--- config.mk ---
export PLATFORM = sky130hd
export DESIGN_NAME = nco_clock_gen
export DESIGN_NICKNAME = d
export VERILOG_FILES = /design/src/rtl/nco_pkg.sv /design/src/rtl/nco_channel.sv /design/src/rtl/nco_clock_gen.sv
export SDC_FILE = /design/constraint.sdc
export NUM_CORES = 1
export LEC_CHECK = 0
export BUFFER_PORTS_ARGS = -buffer_cell sky130_fd_sc_hd__buf_4
export CAP_MARGIN = 30
export CORE_MARGIN = 4
export CORE_UTILIZATION = 25
export DETAILED_ROUTE_END_ITERATION = 8
export HOLD_SLACK_MARGIN = 0.06
export MAX_ROUTING_LAYER = met4
export SLEW_MARGIN = 10
export SYNTH_ARGS = -nofsm -noshare
export SYNTH_HDL_FRONTEND = slang
export SYNTH_HIERARCHICAL = 1
export SYNTH_SLANG_ARGS = --single-unit
--- constraint.sdc ---
create_clock -name refclk -period 2.94 [get_ports refclk]
set_input_delay 0.441 -clock refclk [delete_from_list [all_inputs] [get_ports refclk]]
set_output_delay 0.441 -clock refclk [all_outputs]
set_load 0.005 [all_outputs]
--- src/rtl/nco_pkg.sv ---
`default_nettype none
// ============================================================================
// Module      : nco_pkg
// Description : Shared types and helpers for the NCO clock-enable generator.
//               - nco_state_t    : lock/apply state machine encoding
//               - NCO_PHASE_BITS : width of the coarse phase slice per channel
//               - nco_cw()       : channel-select width, max(1, clog2(n))
// Revision    : 1.0 - initial release
// ============================================================================
package nco_pkg;

  localparam int NCO_PHASE_BITS = 8;

  typedef enum logic [1:0] {
    LOCKING = 2'd0,
    LOCKED  = 2'd1,
    APPLY   = 2'd2
  } nco_state_t;

  // Width of a select field for n items; never narrower than one bit.
  function automatic int nco_cw(input int n);
    return (n <= 1) ? 1 : $clog2(n);
  endfunction

endpackage : nco_pkg
`default_nettype wire

--- src/rtl/nco_channel.sv ---
`default_nettype none
// ============================================================================
// Module      : nco_channel
// Description : One numerically controlled oscillator. Holds the phase
//               accumulator, its increment register and the registered carry.
//               Each cycle {carry, acc} <= acc + inc (ACC_WIDTH+1 bits).
// Ports       : refclk    - clock (rising edge)
//               reset     - synchronous active-high reset
//               load_en   - write load_inc into the increment register
//               load_inc  - new increment value
//               clear_acc - with load_en, also zero the accumulator
//               carry     - registered accumulator carry (ungated)
//               phase     - top NCO_PHASE_BITS of the accumulator
// Revision    : 1.0 - initial release
// ============================================================================
module nco_channel
  import nco_pkg::*;
#(
  parameter int                   ACC_WIDTH      = 32,
  parameter logic [ACC_WIDTH-1:0] INIT_INCREMENT = ACC_WIDTH'(32'h1000_0000)
) (
  input  logic                      refclk,
  input  logic                      reset,
  input  logic                      load_en,
  input  logic [ACC_WIDTH-1:0]      load_inc,
  input  logic                      clear_acc,
  output logic                      carry,
  output logic [NCO_PHASE_BITS-1:0] phase
);

  logic [ACC_WIDTH-1:0] acc_q, acc_d;
  logic [ACC_WIDTH-1:0] inc_q, inc_d;
  logic                 carry_q, carry_d;

  always_comb begin
    // The accumulator always advances with the increment in force this
    // cycle; a newly loaded increment only takes effect on the next edge.
    {carry_d, acc_d} = {1'b0, acc_q} + {1'b0, inc_q};
    inc_d            = inc_q;
    if (load_en) begin
      inc_d = load_inc;
      if (clear_acc) begin
        acc_d   = '0;
        carry_d = 1'b0;
      end
    end
  end

  always_ff @(posedge refclk) begin
    if (reset) begin
      acc_q   <= '0;
      inc_q   <= INIT_INCREMENT;
      carry_q <= 1'b0;
    end else begin
      acc_q   <= acc_d;
      inc_q   <= inc_d;
      carry_q <= carry_d;
    end
  end

  assign carry = carry_q;
  assign phase = acc_q[ACC_WIDTH-1 -: NCO_PHASE_BITS];

endmodule : nco_channel
`default_nettype wire

--- src/rtl/nco_clock_gen.sv ---
`default_nettype none
// ============================================================================
// Module      : nco_clock_gen
// Description : Multi-channel NCO clock-enable generator with PLL-style lock
//               indication. Holds the LOCKING/LOCKED/APPLY state machine,
//               the settle counter and the rate-update decode; instantiates
//               CHANNELS x nco_channel.
// Ports       : refclk        - sole clock (rising edge)
//               reset         - synchronous active-high reset
//               cfg_valid     - rate update request
//               cfg_ready     - update can be accepted
//               cfg_channel   - target channel of the update
//               cfg_increment - new phase increment
//               clken         - per-channel enable strobes (gated by locked)
//               phase         - per-channel coarse phase, 8 bits each
//               locked        - outputs stable and valid
// Options     : NCO_PHASE_RESET_EN - when defined, applying a new increment
//               also zeroes the target channel's accumulator.
// Revision    : 1.0 - initial release
// ============================================================================
module nco_clock_gen
  import nco_pkg::*;
#(
  parameter int                   CHANNELS       = 2,
  parameter int                   ACC_WIDTH      = 32,
  parameter logic [ACC_WIDTH-1:0] INIT_INCREMENT = ACC_WIDTH'(32'h1000_0000),
  parameter int                   LOCK_CYCLES    = 16
) (
  input  logic                               refclk,
  input  logic                               reset,
  input  logic                               cfg_valid,
  output logic                               cfg_ready,
  input  logic [nco_cw(CHANNELS)-1:0]        cfg_channel,
  input  logic [ACC_WIDTH-1:0]               cfg_increment,
  output logic [CHANNELS-1:0]                clken,
  output logic [NCO_PHASE_BITS*CHANNELS-1:0] phase,
  output logic                               locked
);

  localparam int CW    = nco_cw(CHANNELS);
  localparam int CNT_W = nco_cw(LOCK_CYCLES);
  localparam logic [CNT_W-1:0] CNT_LAST = CNT_W'(LOCK_CYCLES - 1);

`ifdef NCO_PHASE_RESET_EN
  localparam logic PHASE_RESET = 1'b1;
`else
  localparam logic PHASE_RESET = 1'b0;
`endif

  nco_state_t           state_q, state_d;
  logic [CNT_W-1:0]     count_q, count_d;
  logic [CW-1:0]        pend_chan_q, pend_chan_d;
  logic [ACC_WIDTH-1:0] pend_inc_q, pend_inc_d;
  logic                 locked_q, locked_d;

  logic                 chan_ok;
  logic                 accept;
  logic [CHANNELS-1:0]  carry_w;

  assign cfg_ready = !reset && (state_q != APPLY);
  assign chan_ok   = (int'({1'b0, cfg_channel}) < CHANNELS);
  // Out-of-range targets complete the handshake but change nothing.
  assign accept    = cfg_valid && cfg_ready && chan_ok;

  always_comb begin
    state_d     = state_q;
    count_d     = count_q;
    pend_chan_d = pend_chan_q;
    pend_inc_d  = pend_inc_q;
    unique case (state_q)
      LOCKING: begin
        if (accept) begin
          state_d     = APPLY;
          pend_chan_d = cfg_channel;
          pend_inc_d  = cfg_increment;
        end else if (count_q == CNT_LAST) begin
          state_d = LOCKED;
          count_d = '0;
        end else begin
          count_d = count_q + CNT_W'(1);
        end
      end
      LOCKED: begin
        if (accept) begin
          state_d     = APPLY;
          pend_chan_d = cfg_channel;
          pend_inc_d  = cfg_increment;
        end
      end
      APPLY: begin
        state_d = LOCKING;
        count_d = '0;
      end
      default: begin
        state_d = LOCKING;
        count_d = '0;
      end
    endcase
    locked_d = (state_d == LOCKED);
  end

  always_ff @(posedge refclk) begin
    if (reset) begin
      state_q     <= LOCKING;
      count_q     <= '0;
      pend_chan_q <= '0;
      pend_inc_q  <= '0;
      locked_q    <= 1'b0;
    end else begin
      state_q     <= state_d;
      count_q     <= count_d;
      pend_chan_q <= pend_chan_d;
      pend_inc_q  <= pend_inc_d;
      locked_q    <= locked_d;
    end
  end

  assign locked = locked_q;

  for (genvar i = 0; i < CHANNELS; i++) begin : g_channel
    logic load_en;
    assign load_en = (state_q == APPLY) && (pend_chan_q == CW'(i));

    nco_channel #(
      .ACC_WIDTH      (ACC_WIDTH),
      .INIT_INCREMENT (INIT_INCREMENT)
    ) u_channel (
      .refclk    (refclk),
      .reset     (reset),
      .load_en   (load_en),
      .load_inc  (pend_inc_q),
      .clear_acc (PHASE_RESET),
      .carry     (carry_w[i]),
      .phase     (phase[NCO_PHASE_BITS*i +: NCO_PHASE_BITS])
    );

    assign clken[i] = carry_w[i] & locked_q;
  end : g_channel

endmodule : nco_clock_gen
`default_nettype wire

==> results.cfg, run 1 <==
[global_route]
grt.total_usage = 0.1122
grt-ovfl-total = 0
antenna_found_initial = 0
grt_pass1_wl_mm = 36.60
grt_max_degree = 49
grt_pass1_vias = 7313

[clock_tree]
cts.repair.resized = 0
cts.sinks = 170
tritoncts = built
hold_buffers = 0
cts_inserted_buffers = 17
postCtsSetupBuffers = 0
clkTransAtPathRegs_ns = 0.07
clk_latency_ns = 0.43
cts_root_buffer = clkbuf_16
cts.path.max_buffers = 2
h-tree-depth = 4

[setup_path]
rr_startpoint = g_channel[1].u_channel/acc_q[0]
timing.rr.end = g_channel[1].u_channel/acc_q[30]
timing.reg2reg.setup_slack_ns = 0.23
worst_path_dominant_cell_family = compound AO/OA/AOI/OAI gates
crit_slowest_cell = fa_1
max_stage_delay_ns = 0.48
critPathBufInv = 0
rr_worst_depth = 9
crit_chain = ha_1 -> fa_1 -> a211o_1 -> a211o_1 -> a21boi_2 -> o21bai_2 -> o211a_4 -> a31oi_4 -> mux2i_1
cp.arrival_ns = 3.06
crit_required_ns = 3.30
setup.worst_path.class = flop to flop
setup.worst_path.start_class = flop
path_max_fanout = 3
endpoint_kind = flop
cp_common_cell = a211o_1

[synth]
seq_area_frac_synth = 0.3663
synth_edf_count = 0
yosys.area.top_type = dfxtp_1
synth_top_area_share = 0.3663
synthCells = 1053
synthArstFlopShare = 0
yosys_most_used_dff = dfxtp_1
syn_area_um2 = 9290
ys_top_cells_by_count = dfxtp_1 (170), nor2_1 (131), nand2_1 (75), a21oi_1 (69), mux2i_1 (69)
avgSynthCellArea_um2 = 8.823
synthMostInstantiatedCell = dfxtp_1
synth-seq-cells = 170
synthTopCellsByArea = dfxtp_1 (37%), ha_1 (8.8%), mux2i_1 (7.4%), nor2_1 (5.3%), a21oi_1 (3.7%)
synth_warnings = 6
yosys.cell_types.count = 78

[floorplanning]
ios = 56
coreArea_um2 = 36610
die_area_um2 = 40310
start_util = 0.2538
die_x_um = 200.8
die_y_um = 200.8
rows = 70

[sta]
clock_skew_ns = 0.007559
max_freq_mhz = 369.3
worst_slew_pin_slew_ns = 0.7813
period_share = 0.9211
layout_min_cycle_time_ns = 2.708
finalSetupTns_ns = 0
slew_viol_final = 0
grt_setup_unrepaired = no
setup_violations = 0
max_slew_margin = 0.4709
timing.hold.ws_ns = 0.2046
hold_viol_final = 0

[placement]
portBuffers = 55
routabilityCongestion = 0.8801
dp_hpwl_mm = 16.95
dp.cells = 1521

[hold_path]
hold_path.startpoint = cfg_increment[17]
hold_end = pend_inc_q[17]
min_path_cells = 3
hp-class = input pin to flop

[cells_and_area]
antenna_cells = 0
final_util = 0.2896
layout.nets = 1175
instances_no_fill = 1553
final_layout_size_suffix_gt1_frac = 0.1217
syn2layout_area_growth_pct = 14.11

[drt]
wirelength_mm = 22.32
wl_per_cell_um = 14.37
ant_nets = 0
drtIter0Drc = 454
routed_via_density = 4.740
first_pass_iters = 5
drc_errors = 0
via_count = 7361

[run]
maxCapViolCount = 0

[pwr]
power_leakage_nw = 4.423
report.power.total_mw = 5.231
vdd_drop_max_mv = 0.3420
p_per_area_nw_per_um2 = 493.4

[run_status]
status = finished clean
==> final cells by class <==
cell class,instances,area (µm²)
clock buffer,18,429.2
tap,468,585.6
sequential,170,3403
fill,3859,26010
clock inverter,14,181.4
timing repair buffer,67,515.5
inverter,10,37.54
multi-input combinational,806,5449
==> power breakdown <==
| group | switching [mW] | internal (mW) |
|---|---|---|
| combinational | 0.254 | 0.205 |
| clock | 1.02 | 1.30 |
| sequential | 0.0750 | 2.38 |
| total | 1.35 | 3.88 |
==> worst max-delay path by stage <==
stage	start	to	slack, ns	cells after the start
floorplan	g_channel[1].u_channel/acc_q[0]	g_channel[1].u_channel/acc_q[30]	0.41	9
global placement	g_channel[1].u_channel/acc_q[0]	g_channel[1].u_channel/acc_q[26]	0.27	9
detailed placement	g_channel[1].u_channel/acc_q[0]	g_channel[1].u_channel/acc_q[30]	0.24	9
CTS	g_channel[1].u_channel/acc_q[0]	g_channel[1].u_channel/acc_q[30]	0.23	9
global route	g_channel[1].u_channel/acc_q[0]	g_channel[1].u_channel/acc_q[20]	0.1	9
finish	g_channel[1].u_channel/acc_q[0]	g_channel[1].u_channel/acc_q[30]	0.23	9
==> routing by layer <==
layer / up-vias / GRT usage / wire (µm) / share of wire
met5: - / - / 0 / 0
met4: 0 / 0.03171 / 353 / 0.016
met3: 27 / 0.02084 / 563 / 0.025
met2: 112 / 0.1957 / 10950 / 0.49
met1: 3459 / 0.1325 / 10460 / 0.47
li1: 3763 / - / - / -
==> through the flow <==
stage / area, µm² / worst slack, ns
floorplan: 9301 / 0.4075
global placement: 9991 / 0.2735
detailed placement: 9991 / 0.2392
CTS: 10600 / 0.2258
global route: 10600 / 0.09683
finish: 10600 / 0.2321
==> flip-flops by register name, summed over array words and instances, names as in the netlist <==
signal and flops:
g_channel.u_channel/carry 2, count_q 4, pend_chan_q 1, locked 1
g_channel.u_channel/inc_q 64, state_q 2, g_channel.u_channel/acc_q 64, pend_inc_q 32
==> kinds of logic after synthesis <==
logic type,synth area share
and+or+nand+nor,0.1902
AOI/OAI and AO/OA,0.1873
DFF,0.3663
buffers and inverters,0.04902
muxes,0.07434
adders and majority gates,0.09185
xor gates and xnor gates,0.04054
other,0.0004037
==> worst reg2reg max path: cells and delay by family (launching register included) <==
| kind | cells | cell delay [ns] |
|---|---|---|
| compound gates | 6 | 1.44 |
| mux | 1 | 0.19 |
| flops | 1 | 0.30 |
| fa+ha+maj | 2 | 0.70 |
==> layout by cell type, fill, tap and decap left out, types with 7 or more instances in the layout <==
| cell type | n |
|---|---|
| dfxtp_1 | 170 |
| nor2_1 | 131 |
| nand2_1 | 75 |
| a21oi_1 | 69 |
| mux2i_1 | 69 |
| buf_4 | 66 |
| ha_1 | 65 |
| o21ai_0 | 63 |
| nand2b_1 | 46 |
| a21o_1 | 32 |
| xnor2_1 | 22 |
| nand3_1 | 21 |
| xor2_1 | 21 |
| clkbuf_16 | 17 |
| nor3_1 | 14 |
| o21a_1 | 13 |
| nand4_1 | 12 |
| inv_1 | 10 |
| nor2b_1 | 10 |
| a31oi_1 | 10 |
| and3_1 | 9 |
| a211oi_1 | 9 |
| nor3b_1 | 8 |
| o21ai_2 | 7 |
| a211o_1 | 7 |
Note: power is estimated with default switching activity, not from simulation.
==> run 2, diff against run 1 <==
--- a/config.mk
+++ b/config.mk
@@ -7,11 +7,15 @@
 export LEC_CHECK = 0
 export BUFFER_PORTS_ARGS = -buffer_cell sky130_fd_sc_hd__buf_4
 export CAP_MARGIN = 30
+export CELL_PAD_IN_SITES_DETAIL_PLACEMENT = 0
+export CELL_PAD_IN_SITES_GLOBAL_PLACEMENT = 2
 export CORE_MARGIN = 4
 export CORE_UTILIZATION = 25
+export CTS_BUF_LIST = sky130_fd_sc_hd__clkbuf_4
 export DETAILED_ROUTE_END_ITERATION = 8
 export HOLD_SLACK_MARGIN = 0.06
 export MAX_ROUTING_LAYER = met4
+export PLACE_DENSITY_LB_ADDON = 0.1
 export SLEW_MARGIN = 10
 export SYNTH_ARGS = -nofsm -noshare
 export SYNTH_HDL_FRONTEND = slang
==> run 2 against run 1 <==
  * Critical path depth did not move
  * Combinational power rose by 12%
  * First-iteration DRC count fell by 16%
  * Highest routed layer unchanged
  * Worst hold slack got worse by 0.071 ns
  * Utilization fell by 0.051 points
  * Fmax barely moved
  * Critical endpoint unchanged
  * Cell count rose by 2.4%
  * Via count rose by 1.0%
  * Register-to-register slack barely moved
==> results.cfg, run 2 (synthesis gave the netlist of run 1 again) <==
[cells_and_area]
final_util = 0.2891
final_layout_size_suffix_gt1_frac = 0.1221
syn2layout_area_growth_pct = 13.91
largest_registers = g_channel.u_channel/acc_q: 64 flops, g_channel.u_channel/inc_q: 64 flops, pend_inc_q: 32 flops
final_common_cell = dfxtp_1
layout_common_cells = dfxtp_1 (170), nor2_1 (131), nand2_1 (75)
layout.nets = 1212

[setup_path]
crit_chain = ha_1 -> fa_1 -> a211o_1 -> a211o_1 -> a21boi_2 -> o21bai_2 -> o211a_4 -> a31oi_4 -> mux2i_1
endpoint_kind = flop
crit_required_ns = 3.48
setup.worst_path.start_class = flop
setup.worst_path.class = flop to flop
worst_path_dominant_cell_family = compound AO/OA/AOI/OAI gates
max_stage_delay_ns = 0.48
cp_common_cell = a211o_1
path_max_fanout = 3
cp.arrival_ns = 3.25
critPathBufInv = 0
crit_slowest_cell = fa_1

[sta]
period_share = 0.9218
slew_viol_final = 0
clock_skew_ns = 0.01804
setup_violations = 0
hold_viol_final = 0
worst_slew_pin_slew_ns = 0.7859
grt_setup_unrepaired = no
layout_min_cycle_time_ns = 2.710
timing.hold.ws_ns = 0.1340
max_slew_margin = 0.4678
layout_setup_ws_ns = 0.2300
max_freq_mhz = 369.0
finalSetupTns_ns = 0

[run_status]
status = finished clean

[drt]
wirelength_mm = 27.08
drc_errors = 0
first_pass_iters = 4
via_count = 7438
ant_nets = 0
routed_via_density = 4.675
drtIter0Drc = 381
wl_per_cell_um = 17.02

[clock_tree]
cts.path.max_buffers = 2
postCtsSetupBuffers = 0
clk_latency_ns = 0.59
cts_root_buffer = clkbuf_4
cts_inserted_buffers = 17
cts.repair.resized = 0
hold_buffers = 32
h-tree-depth = 4
tritoncts = built
cts.sinks = 170
clkTransAtPathRegs_ns = 0.16

[placement]
portBuffers = 55
routabilityCongestion = 0.7615
dp_hpwl_mm = 20.31
post-place-ws_ns = 0.2342

[floorplanning]
die_y_um = 200.8
die_x_um = 200.8
ios = 56
coreArea_um2 = 36610
rows = 70
die_area_um2 = 40310
start_util = 0.2538

[global_route]
grt_max_degree = 68
grt_pass1_vias = 7533
grt_pass1_wl_mm = 43.52
grt.total_usage = 0.1401
antenna_found_initial = 1
grt-ovfl-total = 0

[pwr]
power_leakage_nw = 4.415
p_per_area_nw_per_um2 = 400.7
p_comb_frac = 0.121
power.switching_mw = 1.273
vdd_drop_max_mv = 0.1952
p_clk_frac = 0.298
power.internal_mw = 2.968
p_sw_frac = 0.3002
pwr-share-seq = 0.581
report.power.total_mw = 4.241

[hold_path]
hp-class = input pin to flop

[run]
maxCapViolCount = 0
-- run 2: per-stage QoR --
step                      cell area (µm²)  std cells
after floorplan                      9301       1056
after global placement              10030       1526
after detailed placement            10030       1526
after CTS                           10580       1590
after global routing                10580       1591
final                               10580       1591
-- run 2: worst paths after layout --
| kind | startpoint | to | slack [ns] | cells past startpoint |
|---|---|---|---|---|
| min | cfg_increment[15] | pend_inc_q[15] | 0.13 | 3 |
| max | g_channel[1].u_channel/inc_q[0] | g_channel[1].u_channel/acc_q[30] | 0.23 | 9 |
| min reg2reg | count_q[3] | count_q[3] | 0.47 | 1 |
| max reg2reg | g_channel[1].u_channel/inc_q[0] | g_channel[1].u_channel/acc_q[30] | 0.23 | 9 |
-- run 2: worst min-delay path: cells and delay by family --
family,cells,cell delay (ns)
buffers and inverters,1,0.08
AO/OA/AOI/OAI,1,0.09
AND/OR/NAND/NOR,1,0.09
-- run 2: power groups by stage --
stage                     logic [mW]  registers (mW)  clock network, mW
after detailed placement       0.485            2.52                  0
after floorplan                0.355            2.47                  0
after global routing           0.575            2.48               1.45
after CTS                      0.523            2.47               1.39
after global placement         0.488            2.52                  0
final                          0.513            2.46               1.26
-- run 2: cell type report --
class                      count  area [µm²]
clock buffer                  18       135.1
clock inverter                14       96.34
timing repair buffer         104       873.3
tap                          468       585.6
fill                        3964       26030
multi-input combinational    806        5449
sequential                   170        3403
antenna                        1       2.502
inverter                      10       37.54
-- run 2: per-layer routing --
layer  global-route usage  vias up  share of wire
met5                    -        -              0
met4              0.03441        0          0.013
met3              0.02439       17          0.016
met2               0.2166       50           0.45
met1               0.1915     3529           0.52
li1                     -     3842              -
